`src/rtl/clk_mon_pkg.sv`:
```
// Shared definitions for the slow-clock monitor: FSM state encoding and
// default synchronizer depth.
package clk_mon_pkg;

    // Monitor state encoding; values are fixed so they can be observed externally.
    typedef enum logic [1:0] {
        ST_IDLE   = 2'd0,
        ST_ARMED  = 2'd1,
        ST_LOCKED = 2'd2,
        ST_LOST   = 2'd3
    } state_e;

    // Default number of synchronizer flops on the asynchronous slow clock.
    localparam int DEF_SYNC_STAGES = 2;

endpackage : clk_mon_pkg

```
`src/rtl/sync_edge_detect.sv`:
```
// Synchronizes an asynchronous slow clock into the system clock domain and
// produces registered one-cycle rise/fall strobes. The synchronizer chain and
// the history flop keep running while disabled, so re-enabling with the slow
// clock already high does not fabricate a rising edge.
module sync_edge_detect
    import clk_mon_pkg::*;
#(
    parameter int SYNC_STAGES = DEF_SYNC_STAGES
) (
    input  logic clock,
    input  logic reset,
    input  logic enable,
    input  logic slow_clk,
    output logic rise_pulse,
    output logic fall_pulse
);

    logic [SYNC_STAGES-1:0] sync_r;
    logic                   hist_r;
    logic                   rise_r;
    logic                   fall_r;
    logic                   sync_s;

    assign sync_s = sync_r[SYNC_STAGES-1];

    // Synchronizer chain plus edge-history flop; free-running regardless of enable.
    always_ff @(posedge clock or negedge reset) begin
        if (!reset) begin
            sync_r <= '0;
            hist_r <= 1'b0;
        end else begin
            sync_r <= {sync_r[SYNC_STAGES-2:0], slow_clk};
            hist_r <= sync_s;
        end
    end

    // Registered edge strobes, forced low while the monitor is disabled.
    always_ff @(posedge clock or negedge reset) begin
        if (!reset) begin
            rise_r <= 1'b0;
            fall_r <= 1'b0;
        end else if (!enable) begin
            rise_r <= 1'b0;
            fall_r <= 1'b0;
        end else begin
            rise_r <= sync_s & ~hist_r;
            fall_r <= ~sync_s & hist_r;
        end
    end

    assign rise_pulse = rise_r;
    assign fall_pulse = fall_r;

endmodule : sync_edge_detect

```
`src/rtl/clock_edge_monitor.sv`:
```
// Slow-clock receiver: edge strobes usable as clock enables, rise-to-rise
// period measurement in system clocks, lock tracking and loss-of-clock flag.
module clock_edge_monitor
    import clk_mon_pkg::*;
#(
    parameter int SYNC_STAGES = DEF_SYNC_STAGES,
    parameter int CNT_W       = 16,
    parameter int TIMEOUT     = 1000
) (
    input  logic             clock,
    input  logic             reset,
    input  logic             enable,
    input  logic             slow_clk,
    output logic             rise_pulse,
    output logic             fall_pulse,
    output logic [CNT_W-1:0] period_out,
    output logic             period_valid,
    output logic             locked,
    output logic             lost
);

    localparam logic [CNT_W-1:0] CNT_MAX = '1;
    localparam logic [CNT_W-1:0] CNT_ONE = CNT_W'(1);
    localparam logic [CNT_W-1:0] CNT_TMO = CNT_W'(TIMEOUT);

    state_e             state_r;
    state_e             state_nx;
    logic [CNT_W-1:0]   cnt_r;
    logic [CNT_W-1:0]   period_r;
    logic [CNT_W-1:0]   period_nx;
    logic               pv_r;
    logic               pv_nx;
    logic               locked_r;
    logic               lost_r;
    logic               rise_s;
    logic               fall_s;
    logic               timeout_s;

    sync_edge_detect #(
        .SYNC_STAGES (SYNC_STAGES)
    ) u_sync (
        .clock      (clock),
        .reset      (reset),
        .enable     (enable),
        .slow_clk   (slow_clk),
        .rise_pulse (rise_s),
        .fall_pulse (fall_s)
    );

    assign timeout_s = (cnt_r >= CNT_TMO);

    // Period counter: restarts at 1 on each rise, saturates instead of wrapping.
    always_ff @(posedge clock or negedge reset) begin
        if (!reset) begin
            cnt_r <= '0;
        end else if (!enable) begin
            cnt_r <= '0;
        end else if (rise_s) begin
            cnt_r <= CNT_ONE;
        end else if (cnt_r != CNT_MAX) begin
            cnt_r <= cnt_r + CNT_ONE;
        end else begin
            cnt_r <= cnt_r;
        end
    end

    // Next-state and period-capture decode; a rise beats a coincident timeout.
    always_comb begin
        state_nx  = state_r;
        period_nx = period_r;
        pv_nx     = 1'b0;
        if (!enable) begin
            state_nx  = ST_IDLE;
            period_nx = '0;
        end else begin
            case (state_r)
                ST_IDLE: begin
                    if (rise_s) begin
                        state_nx = ST_ARMED;
                    end else begin
                        state_nx = ST_IDLE;
                    end
                end
                ST_ARMED, ST_LOCKED: begin
                    if (rise_s) begin
                        state_nx  = ST_LOCKED;
                        period_nx = cnt_r;
                        pv_nx     = 1'b1;
                    end else if (timeout_s) begin
                        state_nx = ST_LOST;
                    end else begin
                        state_nx = state_r;
                    end
                end
                ST_LOST: begin
                    if (rise_s) begin
                        state_nx = ST_ARMED;
                    end else begin
                        state_nx = ST_LOST;
                    end
                end
                default: begin
                    state_nx = ST_IDLE;
                end
            endcase
        end
    end

    // State, period register and status flags, all registered together.
    always_ff @(posedge clock or negedge reset) begin
        if (!reset) begin
            state_r  <= ST_IDLE;
            period_r <= '0;
            pv_r     <= 1'b0;
            locked_r <= 1'b0;
            lost_r   <= 1'b0;
        end else begin
            state_r  <= state_nx;
            period_r <= period_nx;
            pv_r     <= pv_nx;
            locked_r <= (state_nx == ST_LOCKED);
            lost_r   <= (state_nx == ST_LOST);
        end
    end

    assign rise_pulse   = rise_s;
    assign fall_pulse   = fall_s;
    assign period_out   = period_r;
    assign period_valid = pv_r;
    assign locked       = locked_r;
    assign lost         = lost_r;

endmodule : clock_edge_monitor

```
`config.mk`:
```
export PLATFORM = sky130hd
export DESIGN_NAME = clock_edge_monitor
export DESIGN_NICKNAME = d
export VERILOG_FILES = /design/src/rtl/clk_mon_pkg.sv /design/src/rtl/sync_edge_detect.sv /design/src/rtl/clock_edge_monitor.sv
export SDC_FILE = /design/constraint.sdc
export NUM_CORES = 1
export LEC_CHECK = 0
export ABC_AREA = 0
export CAP_MARGIN = 20
export CORE_MARGIN = 2
export CORE_UTILIZATION = 34
export CTS_BUF_LIST = sky130_fd_sc_hd__clkbuf_8 sky130_fd_sc_hd__clkbuf_16
export CTS_CLUSTER_DIAMETER = 50
export DETAILED_ROUTE_END_ITERATION = 16
export PLACE_DENSITY = 0.51
export SLEW_MARGIN = 0
export SYNTH_ARGS = -nofsm -noshare
export SYNTH_HDL_FRONTEND = slang
export SYNTH_SLANG_ARGS = --single-unit
```
`constraint.sdc`:
```
create_clock -name clock -period 4.9 [get_ports clock]
set_clock_uncertainty 0.2 [all_clocks]
set_input_delay 0.98 -clock clock [delete_from_list [all_inputs] [get_ports clock]]
set_output_delay 0.98 -clock clock [all_outputs]
set_load 0.01 [all_outputs]
```
==> results.tsv <==
stage	metric	value	unit
final_layout	Cell Count, Final, Fillers Out	265	
detailed_routing	DRC errors left	0	
synth	Yosys top cell area share	54.9	%
timing	final worst setup slack	2.20	ns
setup_path	path depth of the worst reg2reg path	5	
floorplanning	CORE AREA	5470	um2
setup_path	RR Startpoint	cnt_r[1]	
placed_design	placed cell area	2190	um2
final_layout	Finished Cell Area	2290	um2
detailed_routing	Via Count	1380	
placed_design	hpwl dp	2540	um
timing	Final setup viols	0	
placed_design	PortBufs	24	
setup_path	CP startpoint kind	input port	
synth	Netlist cell types	43	
setup_path	CP max-delay cell	clkdlybuf4s50_1	
timing	period utilization	55.1	%
timing	setup TNS	0	ns
timing	fmax	371	MHz
final_layout	NumNets Final	200	
placed_design	gpl congestion	0.781	
setup_path	critical path fanouts, max	12	
synth	post-synthesis average cell area	11.3	um2
synth	Netlist Area Pre-Place	1920	um2
timing	Final Max Slew Viols	0	
min_path	Hold Crit Class	register to register	
clock_network	Resized Gates After CTS	0	
timing	RSZ-0062 raised after global routing	false	
floorplanning	Starting Density	35.0	%
power	Final Total Pwr	0.000630	W
synth	Yosys reg bits	42	
placed_design	dpl ws	1.90	ns
floorplanning	die span in y	79.1	um
clock_network	worst-skew pair later-pin latency	0.29	ns
setup_path	endpoint class of the critical path	register	
min_path	hold path start	u_sync.sync_r[0]	
synth	EDFF count, synth	0	
global_route	first-pass GRT wire length	6700	um
min_path	Min-Delay Endpoint	u_sync.sync_r[1]	
synth	Top FF cell, synth	dfrtp_1	
setup_path	sequence of cells on the critical path	clkdlybuf4s50_1 > nand2b_2 > nor3_2 > nand2_2 > a211oi_1	
timing	Final min period	2.70	ns
synth	area leader, netlist	dfrtp_1	
setup_path	CP arrival	2.69	ns
detailed_routing	Post-DRT Antenna Nets	0	
floorplanning	I/O pin count	25	
detailed_routing	Pre-Repair DR Iteration Count	4	
detailed_routing	final wirelength	3800	um
setup_path	CP Class	input port to register	
outcome	status	finished clean	
global_route	largest net degree at the start of global routing	43	
final_layout	Fillers	536	
synth	synthesized net count	177	
clock_network	post-CTS setup buffer count	0	
setup_path	CP Launch Point	enable	
clock_network	clk sinks	42	
synth	Synth Instances	169	
setup_path	Buf/Inv on CP	1	
synth	register area share after synthesis	54.9	%
clock_network	H-tree Lvls	2	
clock_network	CTS Buf Count	5	
floorplanning	Die Footprint	6250	um2
detailed_routing	First DRT Iteration DRCs	111	
synth	Synth area leaders	dfrtp_1, a22o_1, ha_1	
final_layout	commonest cells after routing, fill and taps aside	dfrtp_1, clkdlybuf4s50_1, a22o_1	
power	Peak VDD IR	108	uV
global_route	Total Routing Usage GR	13.8	%
timing	Hold Vio Cnt, Final	0	
placed_design	placed cell count	257	
job	Max Cap Viol	0	
floorplanning	Die X	79.1	um
setup_path	reg-to-reg endpoint	cnt_r[14]	
global_route	Congestion Overflow GR	0	
clock_network	CTS tree	yes	
min_path	hold depth	0	
power	Power per Cell Area	275	nW/um2
floorplanning	# rows	27	
timing	worst rel slew slack	38.1	%
timing	Slew @ Worst Pin	0.929	ns
final_layout	area grow syn2layout	19.4	%
final_layout	share of cells above drive strength 1	10.9	%
clock_network	Max Buffers Root-to-Sink	2	
clock_network	root cell of the clock tree	clkbuf_8	
synth	Async SR Flop Fraction	100	%
final_layout	commonest non-fill, non-tap cell in the layout	dfrtp_1	
setup_path	Reg2Reg Setup Slack	2.93	ns
clock_network	clk slew on worst S/H paths	0.08	ns
setup_path	worst endpoint required time	4.89	ns
clock_network	hold buffers post-CTS	0	
final_layout	ant diodes	0	
power	leakage	0.994	nW
detailed_routing	via-per-instance ratio	5.21	
setup_path	Critical Path Max Stage Delay	0.62	ns
setup_path	Top delay family on crit path	simple AND/OR/NAND/NOR gates	
detailed_routing	wire per inst	14.3	um
global_route	vias in the first global route	1390	
synth	Yosys warning count	0	
global_route	antenna violations before repair	0	
==> power by group <==
group          switching, W   total, W  leakage (nW)  internal, W
Sequential        0.0000116   0.000365         0.576     0.000354
Combinational     0.0000220  0.0000341         0.371    0.0000121
Clock              0.000117   0.000230        0.0472     0.000113
Total              0.000151   0.000630         0.994     0.000479
==> registers in the layout (all words and copies together), names as in the netlist <==
| name | flops |
|---|---|
| cnt_r | 16 |
| period_out | 16 |
| state_r | 2 |
| u_sync.sync_r | 2 |
| locked | 1 |
| lost | 1 |
| period_valid | 1 |
| u_sync.fall_pulse | 1 |
| u_sync.hist_r | 1 |
| u_sync.rise_pulse | 1 |
==> logic make-up after synthesis <==
family	count (synthesis)	share of synthesized area (%)
and+or+nand+nor	55	18.4
AOI/OAI and AO/OA	47	17.6
DFF	42	54.9
buffers and inverters	17	4.51
muxes	4	2.09
adders and majority gates	4	2.61
==> layer usage <==
layer	vias to the layer above	routed length, um	global-route usage (%)
met2	31	1700	21.4
met5	-	0	0
met4	0	38	4.48
li1	672	-	-
met1	673	1920	18.6
met3	4	141	3.98
==> layout make-up <==
class / count / area, um2 / area share [%]
Sequential cell: 42 / 1050 / 46.0
Multi-Input combinational cell: 110 / 778 / 34.0
Timing Repair Buffer: 25 / 243 / 10.6
Tap cell: 72 / 90.1 / 3.94
Clock buffer: 6 / 82.6 / 3.61
Inverter: 8 / 30.0 / 1.31
Clock inverter: 2 / 12.5 / 0.547
==> Yosys cell counts (3+ instances only) <==
library cell,instances
a21oi_1,7
o211ai_1,3
o21ai_0,8
inv_1,8
dfrtp_1,42
nand4_1,4
mux2i_1,4
o31ai_1,4
nor2_1,8
nand3_1,8
clkbuf_1,4
or4_1,4
nor3_1,3
nand2_1,6
a22o_1,15
a31oi_1,4
ha_1,4
buf_2,3
==> per-stage QoR <==
stage          util (%)  hold WS, ns
2_1_floorplan         -        0.131
3_3_place_gp       40.1        0.135
3_5_place_dp       40.1        0.138
4_1_cts            41.8        0.158
5_1_grt            41.8        0.166
6_report           41.8        0.154
==> worst max-delay path by stage <==
stage                          end  slack [ns]  cells after the start
detailed placement        cnt_r[7]        1.90                      5
finish                    cnt_r[5]        2.20                      5
global placement          cnt_r[7]        2.00                      5
floorplan           period_out[10]        2.83                      4
CTS                       cnt_r[5]        2.22                      5
global route              cnt_r[5]        2.08                      5
Note: power is estimated with default switching activity, not from simulation.
